[src/rtl/err_metric_if.sv]
// err_metric_if: sample-pair stream from the adder harness into the error-metric engine.
interface err_metric_if #(
   parameter int W = 16
);
   logic         in_valid;
   logic         in_ready;
   logic [W:0]   exact_res;
   logic [W:0]   approx_res;
   modport master(output in_valid, exact_res, approx_res, input in_ready);
   modport slave(input in_valid, exact_res, approx_res, output in_ready);
endinterface

[src/rtl/err_metric_accum.sv]
// err_metric_accum: streaming error-count / error-distance accumulator for approximate-adder characterisation.
module err_metric_accum #(
   parameter int W     = 16,
   parameter int CNT_W = 32,
   parameter int ACC_W = 48
) (
   input  logic             clk,
   input  logic             rst_n,
   input  logic             start,
   input  logic [CNT_W-1:0] num_samples,
   err_metric_if.slave      s,
   output logic             busy,
   output logic             done,
   output logic [CNT_W-1:0] err_count,
   output logic [ACC_W-1:0] sum_ed,
   output logic [W:0]       max_ed,
   output logic [CNT_W-1:0] nz_count,
   output logic             acc_sat
);
   typedef enum logic [1:0] {IDLE, RUN, DRAIN, DONE} state_t;
   state_t           state;
   logic [CNT_W-1:0] target;
   logic [CNT_W-1:0] accepted;
   logic             drain_last;
   logic             s1_vld;
   logic             s1_mis;
   logic             s1_nz;
   logic [W:0]       s1_ed;
   logic             xfer;
   logic [W+1:0]     diff;
   logic [W:0]       ed_c;
   logic [ACC_W:0]   sum_next;
   always_comb begin
      xfer     = s.in_valid & s.in_ready;
      diff     = {1'b0, s.exact_res} - {1'b0, s.approx_res};
      ed_c     = diff[W+1] ? (W+1)'(-diff) : diff[W:0];
      sum_next = {1'b0, sum_ed} + {{(ACC_W-W){1'b0}}, s1_ed};
   end
   always_ff @(posedge clk or negedge rst_n) begin
      if (!rst_n) begin
         state      <= IDLE;
         target     <= '0;
         accepted   <= '0;
         drain_last <= 1'b0;
         s1_vld     <= 1'b0;
         s1_mis     <= 1'b0;
         s1_nz      <= 1'b0;
         s1_ed      <= '0;
         s.in_ready <= 1'b0;
         busy       <= 1'b0;
         done       <= 1'b0;
         err_count  <= '0;
         sum_ed     <= '0;
         max_ed     <= '0;
         nz_count   <= '0;
         acc_sat    <= 1'b0;
      end else begin
         s1_vld <= xfer;
         s1_ed  <= ed_c;
         s1_mis <= s.exact_res != s.approx_res;
         s1_nz  <= |s.exact_res;
         if (s1_vld) begin
            err_count <= err_count + CNT_W'(s1_mis);
            nz_count  <= nz_count + CNT_W'(s1_nz);
            max_ed    <= (s1_ed > max_ed) ? s1_ed : max_ed;
            sum_ed    <= sum_next[ACC_W] ? '1 : sum_next[ACC_W-1:0];
            acc_sat   <= acc_sat | sum_next[ACC_W];
         end
         case (state)
            IDLE, DONE: begin
               if (start) begin
                  target    <= num_samples;
                  accepted  <= '0;
                  err_count <= '0;
                  sum_ed    <= '0;
                  max_ed    <= '0;
                  nz_count  <= '0;
                  acc_sat   <= 1'b0;
                  done      <= num_samples == '0;
                  busy      <= num_samples != '0;
                  s.in_ready <= num_samples != '0;
                  state     <= (num_samples == '0) ? DONE : RUN;
               end
            end
            RUN: begin
               if (xfer) begin
                  accepted <= accepted + 1'b1;
                  if (accepted == target - 1'b1) begin
                     s.in_ready <= 1'b0;
                     drain_last <= 1'b0;
                     state      <= DRAIN;
                  end
               end
            end
            default: begin
               // two drain cycles let the last sample clear both pipeline stages
               drain_last <= 1'b1;
               if (drain_last) begin
                  state <= DONE;
                  busy  <= 1'b0;
                  done  <= 1'b1;
               end
            end
         endcase
      end
   end
endmodule

[src/flat_wrapper.sv]
// flat-port wrapper written by rule: the top's interface ports become plain ports
module err_metric_accum_flat 
#(
   parameter int W     = 16,
   parameter int CNT_W = 32,
   parameter int ACC_W = 48
)
  (clk, rst_n, start, num_samples, busy, done, err_count, sum_ed, max_ed, nz_count, acc_sat, s_in_valid, s_exact_res, s_approx_res, s_in_ready);
  err_metric_if #(.W(W)) s_i ();
  input  logic clk;
  input  logic rst_n;
  input  logic start;
  input  logic [CNT_W-1:0] num_samples;
  output logic busy;
  output logic done;
  output logic [CNT_W-1:0] err_count;
  output logic [ACC_W-1:0] sum_ed;
  output logic [W:0] max_ed;
  output logic [CNT_W-1:0] nz_count;
  output logic acc_sat;
  input wire logic [$bits(s_i.in_valid)-1:0] s_in_valid;
  input wire logic [$bits(s_i.exact_res)-1:0] s_exact_res;
  input wire logic [$bits(s_i.approx_res)-1:0] s_approx_res;
  output wire logic [$bits(s_i.in_ready)-1:0] s_in_ready;
  assign s_i.in_valid = s_in_valid;
  assign s_i.exact_res = s_exact_res;
  assign s_i.approx_res = s_approx_res;
  assign s_in_ready = s_i.in_ready;
  err_metric_accum #(.W(W), .CNT_W(CNT_W), .ACC_W(ACC_W)) u_core (.clk(clk), .rst_n(rst_n), .start(start), .num_samples(num_samples), .s(s_i), .busy(busy), .done(done), .err_count(err_count), .sum_ed(sum_ed), .max_ed(max_ed), .nz_count(nz_count), .acc_sat(acc_sat));
endmodule
[config.mk]
export PLATFORM = sky130hd
export DESIGN_NAME = err_metric_accum_flat
export DESIGN_NICKNAME = d
export VERILOG_FILES = /design/src/rtl/err_metric_if.sv /design/src/rtl/err_metric_accum.sv /design/src/flat_wrapper.sv
export SDC_FILE = /design/constraint.sdc
export NUM_CORES = 1
export LEC_CHECK = 0
export ABC_CLOCK_PERIOD_IN_PS = 2800
export CAP_MARGIN = 20
export CORE_MARGIN = 5
export CORE_UTILIZATION = 45
export CTS_CLUSTER_DIAMETER = 60
export DETAILED_ROUTE_END_ITERATION = 8
export GPL_ROUTABILITY_DRIVEN = 0
export GPL_TIMING_DRIVEN = 0
export PLACE_DENSITY = 0.79
export SLEW_MARGIN = 15
export SYNTH_ARGS = -nofsm -noshare
export SYNTH_HDL_FRONTEND = slang
export SYNTH_SLANG_ARGS = --single-unit
[constraint.sdc]
create_clock -name clk -period 2.8 [get_ports clk]
set_input_delay 0.56 -clock clk [delete_from_list [all_inputs] [get_ports clk]]
set_output_delay 0.56 -clock clk [all_outputs]
set_load 0.1 [all_outputs]
# --- After elaboration in Yosys (flattened, before gate mapping) ---
# Index checks and enable logic that the tools add are counted.
op_classes:
  n_addsub: 7
  n_mul: 0
  div: 0
  n_lt_le_gt_ge: 1
  n_eq_ne: 7
  shifts: 0
  muxes: 37
  bitwise: 4
  n_reduce_logical: 14
ops:
  columns: ["op", "n"]
  rows:
  - ["32-bit two-way mux", 8]
  - ["48-bit two-way mux", 4]
  - ["17-bit two-way mux", 5]
  - ["32-bit by 1-bit adder with 32-bit output", 2]
  - ["32-bit case mux with 2 select lines", 1]
  - ["48-bit by 17-bit adder with 49-bit output", 1]
  - ["32-bit by 1-bit adder with 32-bit output, second input constant", 1]
  - ["32-bit == test", 1]
  - ["32-bit zero test", 1]
  - ["32-bit nonzero test", 1]
  - ["32-bit by 1-bit subtractor with 32-bit output, second input constant", 1]
  - ["17-bit by 17-bit subtractor with 18-bit output", 1]
  - ["17-bit > comparator", 1]
  - ["17-bit != test", 1]
  - ["17-bit negator", 1]
  - ["17-bit OR reduction", 1]
  - ["2-bit two-way mux", 5]
  - ["1-bit two-way mux", 9]
  - ["3-bit AND reduction", 3]
  - ["1-bit case mux with 2 select lines", 4]
  - ["4-bit AND reduction", 2]
  - ["2-bit by 1-bit != test with 1-bit output, second input constant", 2]
  - ["2-bit case mux with 2 select lines", 1]
  - ["2-bit nonzero test", 2]
  - ["other kinds (10)", 11]
totals:
  register_bits: 220
  latchBits: 0
  ram_bits: 0
  mem_bits_ro: 0
  in_bits: 70
  output_inout_bits: 133
  elab_cells: 86
  n_memories: 0

# --- Logic depth before layout (Yosys ltp) ---
depth:
  ltp_word: 5
  mapped_depth: 13
  ltp_nobuf: 13

# --- Least setup slack after synthesis ---
# OpenSTA, ideal clock, no wires.
synth_timing:
  path_type: "reg-to-reg"
  from: "register u_core.sum_ed[0]"
  to: "register u_core.sum_ed[25]"
  setup_ns: 0.137
  arrival_ns: 3.397
  required_time_ns: 2.663
  setup_slack_ns: -0.734
  path_stages_with_launch: 13
  path_buffers: 2
  period_less_slack_ns: 3.534
  path_cell_list: "dfrtp_1 -> ha_1 -> fa_1 -> a21o_1 -> a21oi_1 -> o21bai_1 -> a41oi_1 -> a211o_1 -> nand2_1 -> nand2_1 -> clkbuf_1 -> buf_1 -> a21oi_1"
synth_via:
  elab_chain_len: 5
synth_lines:
  columns: ["item", "line", "rtl"]
  rows:
  - ["from (decl)", "err_metric_accum.sv:15", "output logic [ACC_W-1:0] sum_ed,"]
  - ["from (signal assigned)", "err_metric_accum.sv:66", "sum_ed <= sum_next[ACC_W] ? '1 : sum_next[ACC_W-1:0];"]
  - ["48-bit by 17-bit adder with 49-bit output (*)", "err_metric_accum.sv:37", "sum_next = {1'b0, sum_ed} + {{(ACC_W-W){1'b0}}, s1_ed};"]
  - ["48-bit two-way mux (*)", "err_metric_accum.sv:66", null]
  - ["48-bit two-way mux (*)", "err_metric_accum.sv:62", "if (s1_vld) begin"]
  - ["48-bit two-way mux", "err_metric_accum.sv:71", "if (start) begin"]
  - ["48-bit two-way mux (*)", "err_metric_accum.sv:69", "case (state)"]
# Every way passes the cells marked *; elsewhere a longest branch is shown, timed or not.
# A chain may end at the register's enable or synchronous reset.

# --- Final worst setup path ---
layout_timing:
  from: "register u_core.target[0]"
  to: "register u_core.state[0]"
layout_via:
  elab_chain_len: 4
layout_lines:
  columns: ["item", "line", "rtl"]
  rows:
  - ["from (decl)", "err_metric_accum.sv:22", "logic [CNT_W-1:0] target;"]
  - ["from (signal assigned)", "err_metric_accum.sv:72", "target <= num_samples;"]
  - ["32-bit by 1-bit subtractor with 32-bit output", "err_metric_accum.sv:88", "if (accepted == target - 1'b1) begin"]
  - ["32-bit == test", "err_metric_accum.sv:88", null]
  - ["2-bit by 1-bit != test with 1-bit output (no line)", null, null]
  - ["4-bit AND reduction (no line)", null, null]
  - ["to (signal assigned)", "err_metric_accum.sv:82", "state <= (num_samples == '0) ? DONE : RUN;"]
  - ["to (decl)", "err_metric_accum.sv:21", "state_t state;"]
# No other way between the ends.

==> qor.yml <==
outcome:
  status: "finished with violations"
  violations: "negative setup slack"
routing:
  drt_iter0_drc: 1127
  remaining_drc_errors: 0
  drt_wl_total_um: 42000
  firstDrtPassIters: 5
  via_per_inst: 5.77
  antenna_left: 0
  wl_per_cell_um: 19.1
  vias: 12700
synthesis:
  synth.avg_cell_area_um2: 8.90
  yosysMostFrequentCell: "dfrtp_1"
  yosysTopAreaCellShare_pct: 41.3
  synth_top_flop_cell: "dfrtp_1"
  synth_nets: 1632
  synthArstFlopShare_pct: 100
  synth_cells: 1499
  synth_area_mm2: 0.0133
  ys_warn_count: 0
  synth_area_leaders: "dfrtp_1 (41%), xor2_1 (6.4%), ha_1 (5.7%), nor2_1 (4.8%), xnor2_1 (4.7%)"
  synth-seq-cells: 220
  seq_area_frac_synth_pct: 41.3
  yosysTopAreaCell: "dfrtp_1"
  synth_cell_type_count: 69
  synth-edff-count: 0
  synth_common_cells: "dfrtp_1 (220), nor2_1 (172), nand2_1 (156), a21oi_1 (98), xor2_1 (97)"
clocking:
  clock-sinks: 220
  cts_tree: "built"
  cts_buffer_depth: 3
  htreeDepth: 1
  clock-root-buffer: "clkbuf_16"
  clk_pin_slew_worst_paths_ps: 70
  clock_latency_ps: 560
  cts_buffers: 27
final_layout:
  nets: 1921
  synthToLayoutAreaGrowth_pct: 39.2
  drive_gt1_share_pct: 18.6
  finalNonFillerCells: 2199
  num_antenna_cells: 0
  design_area_mm2: 0.0186
timing:
  setup_slack_ps: -184
  slew_viol_final: 0
  relSlewSlack_pct: 25.6
  tightest_slew_ps: 1110
  setup_violations: 16
  final-hold-violation-count: 0
  min_period_ps: 2980
  rsz0062_at_grt: "yes"
  fin_crit_sh_pct: 107
  fin_skew_ps: 25.6
  clock.fmax_mhz: 335
worst_setup_path:
  path_depth: 12
  r2r_end: "u_core.state[0]"
  rr_worst_depth: 12
  cp_top_family: "compound AO/OA/AOI/OAI gates"
  cp.arrival_ps: 3400
  required_ps: 3220
  path_cells: "inv_2 -> ha_4 -> buf_4 -> nor3b_4 -> a21oi_1 -> a211oi_1 -> o221ai_2 -> a2111oi_4 -> o2111ai_4 -> o21ai_2 -> nand2_2 -> mux2i_1"
  startpoint_type: "flop"
  startpoint: "u_core.target[0]"
  cpPeakStageDelay_ps: 430
  worst-path-max-fanout: 5
  rr_startpoint: "u_core.target[0]"
  path_buf_inv: 2
  endpoint_kind: "flop"
  critPathKind: "reg -> reg"
  r2r_slack_ps: -180
  crit_end: "u_core.state[0]"
  cp_slowest_cell: "dfrtp_2"
power_and_ir_drop:
  pwr-share-clk_pct: 22.9
  ir_drop_uv: 1230
  p_seq_share_pct: 27.3
  p_comb_share_pct: 49.7
  powerDensity_mw_per_mm2: 878
  p_leak_uw: 0.00791
  p_sw_uw: 7690
  switching_share_pct: 47.2
  internal_power_uw: 8610
place:
  hpwl_um: 28700
  io_buffers: 202
  dp_slack_ps: -950
  postPlaceCellArea_mm2: 0.0162
  dpl.cell_count: 2093
grt:
  use_met1_pct: 28.3
  grt_pass1_vias: 12700
  grt_max_degree: 86
  top_usage_layer: "met2"
  grt.total_usage_pct: 23.6
  grt_pass1_wl_um: 64900
  grt.met3_usage_pct: 5.78
  met2_usage_pct: 40.4
  grt.overflow.total: 0
  antenna_found_initial: 0
worst_hold_path:
  hold_class: "in -> async"
run:
  drv_cap: 0
die:
  dieHeight_um: 182
  start_util_pct: 45.2
  placementRows: 63
  core-area_mm2: 0.0295
  die_area_mm2: 0.0332
  io_pins: 203
  die_w_um: 182
how the worst min path moves through the flow:
stage,slack (ps),startpoint,end
5_1_grt,90,rst_n,u_core.state[0]
2_1_floorplan,260,rst_n,u_core.acc_sat
6_report,30,rst_n,u_core.sum_ed[12]
3_3_place_gp,480,u_core.target[31],u_core.target[31]
4_1_cts,40,rst_n,u_core.state[0]
3_5_place_dp,500,u_core.target[31],u_core.target[31]
registers in the layout, indices dropped and copies added, names as in the netlist:
signal	flops
u_core.state	2
u_core.err_count	32
u_core.s1_ed	17
u_core.s1_vld	1
u_core.target	32
u_core.busy	1
u_core.s1_mis	1
u_core.s.in_ready	1
u_core.max_ed	17
u_core.nz_count	32
u_core.accepted	32
u_core.sum_ed	48
u_core.acc_sat	1
u_core.done	1
u_core.s1_nz	1
u_core.drain_last	1
layout by cell type (no fill, tap or decap), types with 52 or more instances in the layout:
master,synthesis,routed
a21oi_1,98,68
dfrtp_1,220,166
nor2_1,172,163
o21ai_0,61,54
clkdlybuf4s50_1,0,185
nand2_1,156,151
xor2_1,97,93
inv_1,70,63
buf_4,0,52
xnor2_1,72,67
power groups by stage:
stage | logic (µW) | clock network (µW) | registers [µW]
after floorplan | 2630 | 0 | 7260
after global placement | 7150 | 0 | 4460
after detailed placement | 7280 | 0 | 4470
after CTS | 7780 | 3810 | 4430
after global routing | 8560 | 3930 | 4530
final | 8110 | 3740 | 4450
stage by stage:
| stage | total power [µW] | TNS (ps) | hold WS (ps) | utilization, % |
|---|---|---|---|---|
| after floorplan | 9890 | -150 | 264 | - |
| after global placement | 11600 | -1901460 | 481 | 54.9 |
| after detailed placement | 11800 | -48040 | 504 | 55.1 |
| after CTS | 16000 | -2340 | 38.0 | 61.2 |
| after global routing | 17000 | -4880 | 91.4 | 63.0 |
| final | 16300 | -662 | 33.9 | 63.0 |
final cells by class:
cell class                 count  area, µm²
fill                        2288      10900
tap                          390        488
sequential                   220       5590
inverter                      70        275
clock inverter                18        234
multi-input combinational   1150       8360
buffer                        52        265
timing repair buffer         267       2630
clock buffer                  32        724
worst register-to-register path, cell delays in order, from the launching register on:
cell and delay (ps):
dfrtp_2 430, inv_2 90, ha_4 140, buf_4 120
nor3b_4 340, a21oi_1 110, a211oi_1 360, o221ai_2 190
a2111oi_4 420, o2111ai_4 220, o21ai_2 200, nand2_2 90
mux2i_1 130
per-layer routing:
metal / share of wire (%) / up-vias / routed length, µm
met5: 0 / - / 0
met2: 49 / 545 / 20500
li1: - / 5885 / -
met3: 7.5 / 163 / 3160
met4: 5.2 / 0 / 2200
met1: 38 / 6085 / 16100
cell families (layout without fill, tap and decap cells):
| kind of cell | count (synthesis) | after routing | share of synthesized area, % |
|---|---|---|---|
| AO/OA/AOI/OAI | 283 | 283 | 13.5 |
| XOR/XNOR | 169 | 169 | 11.1 |
| adder cells (fa/ha/maj) | 63 | 63 | 6.02 |
| buffers and inverters | 130 | 439 | 3.73 |
| flip-flops | 220 | 220 | 41.3 |
| multiplexers | 24 | 24 | 1.81 |
| AND/OR/NAND/NOR | 610 | 611 | 22.5 |
what timing repair did:
item / 4_1_cts / 5_1_grt
resized for setup: 117 / 95
hold buffers: 0 / 0
setup buffers: 47 / 15
setup endpoints to repair: 111 / 109
cloned: 1 / 1
endpoints found under the hold margin: 0 / 0
pin swaps: 53 / 52
(Power assumes the default switching activity.)
